==> config.mk <==
export PLATFORM = sky130hd
export DESIGN_NAME = updown_evt_sched
export DESIGN_NICKNAME = d
export VERILOG_FILES = /design/src/rtl/updown_evt_sched.sv
export SDC_FILE = /design/constraint.sdc
export NUM_CORES = 1
export LEC_CHECK = 0
export CAP_MARGIN = 20
export CORE_MARGIN = 3
export CORE_UTILIZATION = 45
export DETAILED_ROUTE_END_ITERATION = 8
export PLACE_DENSITY = 0.75
export SLEW_MARGIN = 5
export SYNTH_ARGS = -nofsm -noshare
export SYNTH_HDL_FRONTEND = slang
export SYNTH_SLANG_ARGS = --single-unit
==> constraint.sdc <==
create_clock -name Clk -period 2.1 [get_ports Clk]
set_input_delay 0.63 -clock Clk [delete_from_list [all_inputs] [get_ports Clk]]
set_output_delay 0.63 -clock Clk [all_outputs]
set_load 0.02 [all_outputs]
==> src/rtl/updown_evt_sched.sv <==
// Up/down event scheduler: synchronizes Inc/Dec events and queues them per direction.
// It emits single-cycle, mutually exclusive Up/Down pulses. Define UPDOWN_CANCEL_EN to net-cancel contended pairs.
module updown_evt_sched #(
  parameter int SYNC_STAGES = 2,
  parameter int P_W         = 4
) (
  input  logic           Clk,
  input  logic           Rst,
  input  logic           Pwr_off,
  input  logic           Inc_evt,
  input  logic           Dec_evt,
  input  logic           Stall,
  output logic           Up,
  output logic           Down,
  output logic [P_W-1:0] Inc_pend,
  output logic [P_W-1:0] Dec_pend,
  output logic           Ovf,
  output logic           Busy
);

  localparam logic [P_W-1:0] PMAX = '1;
  localparam logic [P_W-1:0] PONE = {{(P_W-1){1'b0}}, 1'b1};

  logic [SYNC_STAGES-1:0] r_inc_sync, r_dec_sync;
  logic                   r_inc_dly, r_dec_dly;
  logic [P_W-1:0]         r_inc_pend, r_dec_pend;
  logic                   r_up, r_dn, r_ovf, r_ptr;

  logic           w_clr;
  logic           w_inc_edge, w_dec_edge;
  logic           w_inc_nz, w_dec_nz;
  logic           w_gnt_up, w_gnt_dn;
  logic           w_take_inc, w_take_dec;
  logic           w_ptr_nxt;
  logic [P_W-1:0] w_inc_pend_nxt, w_dec_pend_nxt;
  logic           w_inc_drop, w_dec_drop;

  assign w_clr      = Rst | Pwr_off;
  assign w_inc_edge = r_inc_sync[SYNC_STAGES-1] & ~r_inc_dly;
  assign w_dec_edge = r_dec_sync[SYNC_STAGES-1] & ~r_dec_dly;
  assign w_inc_nz   = |r_inc_pend;
  assign w_dec_nz   = |r_dec_pend;

  // Grants look only at the registered pending counts, never at this cycle's edges.
  always_comb begin
    w_gnt_up   = 1'b0;
    w_gnt_dn   = 1'b0;
    w_take_inc = 1'b0;
    w_take_dec = 1'b0;
    w_ptr_nxt  = r_ptr;
    if (!Stall) begin
      if (w_inc_nz && w_dec_nz) begin
`ifdef UPDOWN_CANCEL_EN
        w_take_inc = 1'b1;
        w_take_dec = 1'b1;
        w_ptr_nxt  = 1'b0;
`else
        if (!r_ptr) begin
          w_gnt_up   = 1'b1;
          w_take_inc = 1'b1;
        end else begin
          w_gnt_dn   = 1'b1;
          w_take_dec = 1'b1;
        end
        w_ptr_nxt = ~r_ptr;
`endif
      end else if (w_inc_nz) begin
        w_gnt_up   = 1'b1;
        w_take_inc = 1'b1;
      end else if (w_dec_nz) begin
        w_gnt_dn   = 1'b1;
        w_take_dec = 1'b1;
      end
    end
  end

  always_comb begin
    w_inc_pend_nxt = r_inc_pend;
    w_dec_pend_nxt = r_dec_pend;
    w_inc_drop     = 1'b0;
    w_dec_drop     = 1'b0;
    if (w_inc_edge && !w_take_inc) begin
      if (r_inc_pend == PMAX) w_inc_drop = 1'b1;
      else                    w_inc_pend_nxt = r_inc_pend + PONE;
    end else if (!w_inc_edge && w_take_inc) begin
      w_inc_pend_nxt = r_inc_pend - PONE;
    end
    if (w_dec_edge && !w_take_dec) begin
      if (r_dec_pend == PMAX) w_dec_drop = 1'b1;
      else                    w_dec_pend_nxt = r_dec_pend + PONE;
    end else if (!w_dec_edge && w_take_dec) begin
      w_dec_pend_nxt = r_dec_pend - PONE;
    end
  end

  always_ff @(posedge Clk) begin
    if (w_clr) begin
      r_inc_sync <= '0;
      r_dec_sync <= '0;
      r_inc_dly  <= 1'b0;
      r_dec_dly  <= 1'b0;
      r_inc_pend <= '0;
      r_dec_pend <= '0;
      r_up       <= 1'b0;
      r_dn       <= 1'b0;
      r_ovf      <= 1'b0;
      r_ptr      <= 1'b0;
    end else begin
      r_inc_sync <= {r_inc_sync[SYNC_STAGES-2:0], Inc_evt};
      r_dec_sync <= {r_dec_sync[SYNC_STAGES-2:0], Dec_evt};
      r_inc_dly  <= r_inc_sync[SYNC_STAGES-1];
      r_dec_dly  <= r_dec_sync[SYNC_STAGES-1];
      r_inc_pend <= w_inc_pend_nxt;
      r_dec_pend <= w_dec_pend_nxt;
      r_up       <= w_gnt_up;
      r_dn       <= w_gnt_dn;
      r_ovf      <= r_ovf | w_inc_drop | w_dec_drop;
      r_ptr      <= w_ptr_nxt;
    end
  end

  assign Up       = r_up;
  assign Down     = r_dn;
  assign Inc_pend = r_inc_pend;
  assign Dec_pend = r_dec_pend;
  assign Ovf      = r_ovf;
  assign Busy     = w_inc_nz | w_dec_nz | r_up | r_dn;

endmodule

==> impl_metrics.ini, run 1 <==
[yosys]
synthArstFlopShare = 0
syn_inst = 97
netlist_area_um2 = 947
yosysWarnings = 0
synth.net_count = 109
ys_top_cells_by_area = dfxtp_1, mux2i_1, nand2_1
synth_top_area_frac = 0.380
syn_avg_cell_area_um2 = 9.76
synth-seq-area-share = 0.380
synth_common_cells = dfxtp_1, nand2_1, mux2i_1, nor2_1
synth_top_area_cell = dfxtp_1
yosysMostFrequentCell = dfxtp_1
synth_edf_count = 0
synthFlopType = dfxtp_1
synth_cell_types = 29
synth_seq_cells = 18

[power_and_ir_drop]
finalPower_w = 0.000668
p_int_w = 0.000493
switching_share = 0.262
peakVddDrop_mv = 0.493
leakagePower_nw = 0.650
switching_power_w = 0.000175
clkPwrFrac = 0.270
power_frac_comb = 0.204
power_frac_seq = 0.526
powerDensity_nw_per_um2 = 479

[routing]
post_drt_via_cell_ratio = 5.19
drtIter0Drc = 6
final_antenna_net_count = 0
dr.pass1.iters = 4
drc = 0
wl_um = 2130
wire_per_inst_um = 13.3
num_vias = 830

[critical_path]
critPathMostFrequentCell = mux2i_1
crit_family = simple AND/OR/NAND/NOR gates
crit_arrival_ns = 2.48
timing.critical_path.buf_inv = 0
slowest_stage = or4_4
crit-reg2reg-launch = Dec_pend[1]
crit_start = Dec_pend[1]
start_kind = register
max_stage_delay_ns = 0.54
endpoint_kind = register
worstRegToRegCells = 8
path_cells = or4_4, o211ai_1, nand2_2, ha_1, nand3_2, a211o_1, mux2i_1, mux2i_1
required_ns = 2.32
crit_cells = 8
path_max_fanout = 3
path_class = register to register

[clock_tree]
clkTransAtPathRegs_ns = 0.11
clk_latency_ns = 0.29
cts_tree = done
cts_setup_buffers = 0
cts_root_buf = clkbuf_4
cts_made_buffers = 3
htree_levels = 1
postCtsHoldBufs = 0
cts_sinks = 18
cts_max_path_buffers = 2

[run_status]
outcome = finished with violations
violations = setup timing

[global_route]
grt_usage = 0.182
grt-ovfl-total = 0
grt_max_degree = 17
grt_pass1_wl_um = 3730
antenna_found_initial = 0
grt_pass1_vias = 847

[floorplanning]
ios = 18
core_um2 = 1860
floorplan.die_area_um2 = 2690
die_h_um = 51.9
die_w_um = 51.9
rows = 15
start_util = 0.510

[timing]
period_share = 1.07
whs_ns = 0.438
setup_viol = 2
maxSlewHeadroom = 0.756
drv_slew = 0
hold_viol_final = 0
finalWorstSetupSlack_ns = -0.155
clock-skew-final_ns = 0.00566
period_minus_slack_ns = 2.26
fmax_ghz = 0.443
tightestPinTransition_ns = 0.364
rsz0062_at_grt = true

[final_layout]
drive_gt1_frac = 0.319
diodes = 0
area_growth_pct = 47.4
layout.nets = 148
final_area_um2 = 1400

[min_path]
worstHoldStart = r_inc_sync[0]
hold_path.class = register to register
whs_path_depth = 1

[place]
place.gp.congestion = 0.834
placed_cell_area_um2 = 1320
io_buffers = 17
dp_hpwl_um = 1650

[job]
drv_cap = 0
## through the flow
stage	utilization	instances	setup slack [ns]	TNS, ns
floorplan	-	97	-0.296	-0.485
global placement	0.710	156	-0.429	-1.72
detailed placement	0.710	156	-0.494	-1.91
CTS	0.733	160	-0.183	-0.315
global route	0.752	160	-0.294	-0.831
finish	0.752	160	-0.155	-0.303
## cells in the final DEF, fill, tap and decap left out, types with 2 or more instances in the layout
cell type and instances:
buf_4 16, dfxtp_1 15, nand2_1 12, clkdlybuf4s50_1 12
mux2i_1 11, nor2_1 7, and2_1 6, nand3_1 4
or3_1 3, clkbuf_4 3, dlymetal6s2s_1 3, buf_6 3
dfxtp_2 2, nor2b_1 2, nand2b_1 2, nand3_2 2
a21oi_2 2, a211o_1 2, ha_4 2, ha_1 2
## power groups by stage
| stage | logic [W] | registers [W] | clock network, W |
|---|---|---|---|
| after floorplan | 0.0000621 | 0.000367 | 0 |
| after global placement | 0.000125 | 0.000359 | 0 |
| after detailed placement | 0.000128 | 0.000359 | 0 |
| after CTS | 0.000128 | 0.000351 | 0.000184 |
| after global routing | 0.000149 | 0.000352 | 0.000192 |
| final | 0.000136 | 0.000352 | 0.000180 |
## worst register-to-register path, cell delays in order (launching register included)
cell and delay (ns):
dfxtp_2 0.33, or4_4 0.54, o211ai_1 0.14, nand2_2 0.13, ha_1 0.31, nand3_2 0.08
a211o_1 0.26, mux2i_1 0.18, mux2i_1 0.21
## state kept, by name (all words and copies together) (netlist names)
name / flops
Down: 1
Ovf: 1
r_inc_sync: 2
r_ptr: 1
Up: 1
r_dec_sync: 2
r_dec_dly: 1
Dec_pend: 4
Inc_pend: 4
r_inc_dly: 1
## what timing repair did
action                                  in CTS  in global routing
pin swaps                                    5                  3
endpoints found under the setup margin       5                 10
resized for setup                           11                  9
## final cells by class
| cell class | count | area (um^2) |
|---|---|---|
| Tap cell | 25 | 31.3 |
| Clock buffer | 4 | 26.3 |
| Timing Repair Buffer | 35 | 320 |
| Multi-Input combinational cell | 77 | 648 |
| Sequential cell | 18 | 367 |
| Fill cell | 125 | 462 |
| Inverter | 1 | 3.75 |
## path summary, 6_finish.rpt
check	to	slack (ns)
max	Dec_pend[3]	-0.16
min	r_inc_sync[1]	0.44
max reg2reg	Dec_pend[3]	-0.16
min reg2reg	r_inc_sync[1]	0.44
## metal layers
metal / global-route usage / vias up / part of all wire
li1: - / 421 / -
met1: 0.235 / 391 / 0.48
met2: 0.310 / 16 / 0.48
met3: 0.0372 / 2 / 0.033
met4: 0.0393 / 0 / 0.0075
met5: 0 / - / 0
## cells by family (layout without fill, tap and decap cells)
kind of cell	count (synthesis)	after routing	synth area share
AND/OR/NAND/NOR	48	48	0.281
flip-flops	18	18	0.380
multiplexers	12	12	0.140
adder cells (fa/ha/maj)	6	6	0.0951
XOR/XNOR	3	3	0.0277
AO/OA/AOI/OAI	8	8	0.0674
buffers and inverters	2	40	0.00792
Note: power is estimated with default switching activity, not from simulation.
==> inputs of run 2 (changes only) <==
--- a/config.mk
+++ b/config.mk
@@ -6,10 +6,11 @@
 export NUM_CORES = 1
 export LEC_CHECK = 0
 export CAP_MARGIN = 20
-export CORE_MARGIN = 3
+export CORE_MARGIN = 4
 export CORE_UTILIZATION = 45
 export DETAILED_ROUTE_END_ITERATION = 8
 export PLACE_DENSITY = 0.75
+export RECOVER_POWER = 50
 export SLEW_MARGIN = 5
 export SYNTH_ARGS = -nofsm -noshare
 export SYNTH_HDL_FRONTEND = slang
==> impl_metrics.ini, run 2 (synthesized netlist as in run 1, its figures left out) <==
[floorplanning]
ios = 18
rows = 16
floorplan.die_area_um2 = 2900
die_w_um = 53.9
die_h_um = 53.9
core_um2 = 1980
start_util = 0.478

[place]
dp.cells = 160
place.gp.congestion = 0.861
dp_hpwl_um = 1730
io_buffers = 17

[routing]
dr.pass1.iters = 4
post_drt_via_cell_ratio = 5.10
drtIter0Drc = 5
final_antenna_net_count = 0
num_vias = 862
drc = 0
wl_um = 2340
wire_per_inst_um = 13.8

[critical_path]
slowest_stage = or4_4
path_class = register to register
required_ns = 2.32
crit_arrival_ns = 2.55
max_stage_delay_ns = 0.55
start_kind = register
endpoint_kind = register
path_cells = or4_4, o211ai_1, nand2_2, ha_4, a21oi_2, a211o_1, mux2i_1, mux2i_1
critPathMostFrequentCell = mux2i_1
path_max_fanout = 3

[timing]
rsz0062_at_grt = true
hold_viol_final = 0
period_share = 1.11
fmax_ghz = 0.429
period_minus_slack_ns = 2.33
finalWorstSetupSlack_ns = -0.229
setup_viol = 4
drv_slew = 0
clock-skew-final_ns = 0.00477
tightestPinTransition_ns = 0.378
maxSlewHeadroom = 0.746

[clock_tree]
cts_sinks = 18
clkTransAtPathRegs_ns = 0.11
postCtsHoldBufs = 0
cts_max_path_buffers = 2
htree_levels = 1
cts_tree = done
cts_root_buf = clkbuf_4
cts_made_buffers = 3
clk_latency_ns = 0.29

[final_layout]
area_growth_pct = 54.0
diodes = 0
layout.nets = 155
finalNonFillerCells = 169
final_cell_mix = buf_4, dfxtp_1, nand2_1
final_common_cell = buf_4
drive_gt1_frac = 0.352

[global_route]
grt_pass1_wl_um = 3910
grt_max_degree = 11
grt_pass1_vias = 836
antenna_found_initial = 0
grt-ovfl-total = 0
grt_usage = 0.189

[power_and_ir_drop]
finalPower_w = 0.000715
peakVddDrop_mv = 0.475
leakagePower_nw = 0.672
powerDensity_nw_per_um2 = 490

[min_path]
hold_path.class = register to register

[job]
drv_cap = 0

[run_status]
violations = setup timing
outcome = finished with violations
## run 2: cell types whose count changed in the layout (fill, tap and decap cells not counted), sizes merged
| cell | previous run | this run |
|---|---|---|
| buf | 19 | 25 |
| clkbuf | 4 | 5 |
| clkdlybuf4s50 | 12 | 11 |
| dlygate4sd2 | 1 | 2 |
| dlygate4sd3 | 0 | 1 |
| dlymetal6s2s | 3 | 2 |
## run 2: where the power goes
part / leakage, nW / switching (W) / internal, W
Combinational: 0.503 / 0.0000678 / 0.0000791
Clock: 0.0210 / 0.000111 / 0.000106
Sequential: 0.148 / 0.00000431 / 0.000347
## run 2: cell type report
type | count | area (um^2)
inverters | 1 | 3.75
well taps | 27 | 33.8
fillers | 145 | 523
clock buffers | 4 | 36.3
flip-flops and latches | 18 | 368
repair buffers | 42 | 369
multi-input cells | 77 | 648
## run 2: worst paths after layout
path	from	to	slack, ns	depth (start not counted)
setup / recovery	Dec_pend[1]	Dec_pend[3]	-0.23	8
hold / removal	r_inc_sync[0]	r_inc_sync[1]	0.44	1
setup reg to reg	Dec_pend[1]	Dec_pend[3]	-0.23	8
hold reg to reg	r_inc_sync[0]	r_inc_sync[1]	0.44	1
## run 2: what timing repair did
| action | CTS | global route |
|---|---|---|
| setup endpoints to repair | 7 | 9 |
| setup buffers | 6 | 2 |
| resized for setup | 15 | 9 |
| pin swaps | 4 | 5 |
## run 2: worst max-delay path: cells and delay by family, from the launching register on
family | cells | cell delay (ns)
simple gates | 2 | 0.70
fa+ha+maj | 1 | 0.31
compound gates | 3 | 0.51
flops | 1 | 0.34
mux | 2 | 0.40
## run 2: through the flow
step           area, um^2  setup slack, ns  hold WS, ns  TNS [ns]   util
6_report             1460           -0.229        0.443    -0.684  0.736
5_1_grt              1460           -0.325        0.470     -1.06  0.736
4_1_cts              1440           -0.178        0.440    -0.596  0.729
3_5_place_dp         1340           -0.491        0.414     -2.06  0.674
3_3_place_gp         1340           -0.432        0.411     -1.82  0.674
2_1_floorplan         986           -0.296        0.406    -0.485      -
## run 2: routing by layer
metal / global-route usage / vias up / wire (um)
li1: - / 434 / -
met1: 0.252 / 414 / 1160
met2: 0.317 / 12 / 1100
met3: 0.0332 / 2 / 59
met4: 0.0383 / 0 / 12
met5: 0 / - / 0
==> inputs of run 3 (changes only) <==
--- a/config.mk
+++ b/config.mk
@@ -9,8 +9,9 @@
 export CORE_MARGIN = 4
 export CORE_UTILIZATION = 45
 export DETAILED_ROUTE_END_ITERATION = 8
-export PLACE_DENSITY = 0.75
+export PLACE_DENSITY = 0.73
 export RECOVER_POWER = 50
+export SKIP_CTS_REPAIR_TIMING = 1
 export SLEW_MARGIN = 5
 export SYNTH_ARGS = -nofsm -noshare
 export SYNTH_HDL_FRONTEND = slang
==> impl_metrics.ini, run 3 (synthesized netlist as in run 1, its figures left out) <==
[floorplanning]
die_w_um = 53.9
core_um2 = 1980
rows = 16
floorplan.die_area_um2 = 2900
die_h_um = 53.9
start_util = 0.478
ios = 18

[critical_path]
slowest_stage = or4_4
required_ns = 2.34
path_max_fanout = 3
path_cells = or4_4, o211ai_1, nand2_2, ha_4, nand3_4, a211o_1, mux2i_1, mux2i_1
crit_arrival_ns = 2.57
critPathMostFrequentCell = mux2i_1
endpoint_kind = register
path_class = register to register
regToRegSetupSlack_ns = -0.23
max_stage_delay_ns = 0.54
start_kind = register

[final_layout]
final_common_cell = buf_4
drive_gt1_frac = 0.288
layout.nets = 152
diodes = 0
final_cell_mix = buf_4, dfxtp_1, nand2_1
final_area_um2 = 1410
fillers = 147
area_growth_pct = 48.3

[timing]
rsz0062_at_grt = true
period_minus_slack_ns = 2.33
period_share = 1.11
drv_slew = 0
fmax_ghz = 0.429
setup_viol = 3
tightestPinTransition_ns = 0.361
hold_viol_final = 0
maxSlewHeadroom = 0.758
finalWorstSetupSlack_ns = -0.230
clock-skew-final_ns = 0.00764

[power_and_ir_drop]
leakagePower_nw = 0.649
finalPower_w = 0.000673
powerDensity_nw_per_um2 = 479
peakVddDrop_mv = 0.466

[routing]
dr.pass1.iters = 4
wire_per_inst_um = 13.6
post_drt_via_cell_ratio = 5.05
drtIter0Drc = 13
drc = 0
num_vias = 839
wl_um = 2260
final_antenna_net_count = 0

[global_route]
grt_pass1_vias = 792
antenna_found_initial = 0
grt-ovfl-total = 0
grt_pass1_wl_um = 3610
grt_usage = 0.174
grt_max_degree = 11

[place]
dp_worst_setup_slack_ns = -0.498
io_buffers = 17
place.gp.congestion = 0.847
placed_cell_area_um2 = 1340
dp_hpwl_um = 1760

[job]
drv_cap = 0

[clock_tree]
cts_tree = done
htree_levels = 1
cts_root_buf = clkbuf_4
cts_sinks = 18
cts_made_buffers = 3
clkTransAtPathRegs_ns = 0.11
cts_max_path_buffers = 2
clk_latency_ns = 0.30

[run_status]
violations = setup timing
outcome = finished with violations

[min_path]
hold_path.class = register to register
-- run 3: cell count changes in the layout (fill, tap and decap cells not counted), moves of 2 or more --
cell | previous run | this run
buf_4 | 21 | 19
a21oi_1 | 1 | 3
dlygate4sd2_1 | 2 | 0
clkbuf_1 | 1 | 5
buf_6 | 4 | 0
a21oi_2 | 2 | 0
-- run 3: where the power goes --
part           internal (W)  switching, W
registers          0.000347    0.00000429
logic             0.0000692     0.0000641
clock network     0.0000741      0.000114
-- run 3: critical path: cells and delay by family (launching register included) --
kind            cells  cell delay [ns]
simple gates        3             0.75
fa+ha+maj           1             0.31
flops               1             0.34
mux                 2             0.42
compound gates      2             0.46
-- run 3: area by class of cell --
cell class | count | area, um^2 | share of cell area
multi-input cells | 77 | 654 | 0.466
flip-flops and latches | 18 | 367 | 0.261
repair buffers | 39 | 320 | 0.228
well taps | 27 | 33.8 | 0.0240
clock buffers | 4 | 26.3 | 0.0187
inverters | 1 | 3.75 | 0.00267
-- run 3: worst paths after layout --
| path | from | endpoint | cells after the start |
|---|---|---|---|
| max | Dec_pend[1] | Dec_pend[3] | 8 |
| min | r_inc_sync[0] | r_inc_sync[1] | 1 |
| max reg2reg | Dec_pend[1] | Dec_pend[3] | 8 |
| min reg2reg | r_inc_sync[0] | r_inc_sync[1] | 1 |
-- run 3: stage by stage --
step	util	std cells	hold WS (ns)	TNS, ns
after detailed placement	0.674	160	0.416	-2.02
after global placement	0.674	160	0.409	-1.75
after CTS	0.688	164	0.440	-1.05
final	0.709	166	0.436	-0.457
after global routing	0.709	166	0.465	-0.886
after floorplan	-	97	0.406	-0.485
-- run 3: layer usage --
| layer | part of all wire | GRT usage |
|---|---|---|
| met1 | 0.48 | 0.231 |
| met2 | 0.48 | 0.282 |
| met3 | 0.031 | 0.0360 |
| met4 | 0.0084 | 0.0511 |
| met5 | 0 | 0 |
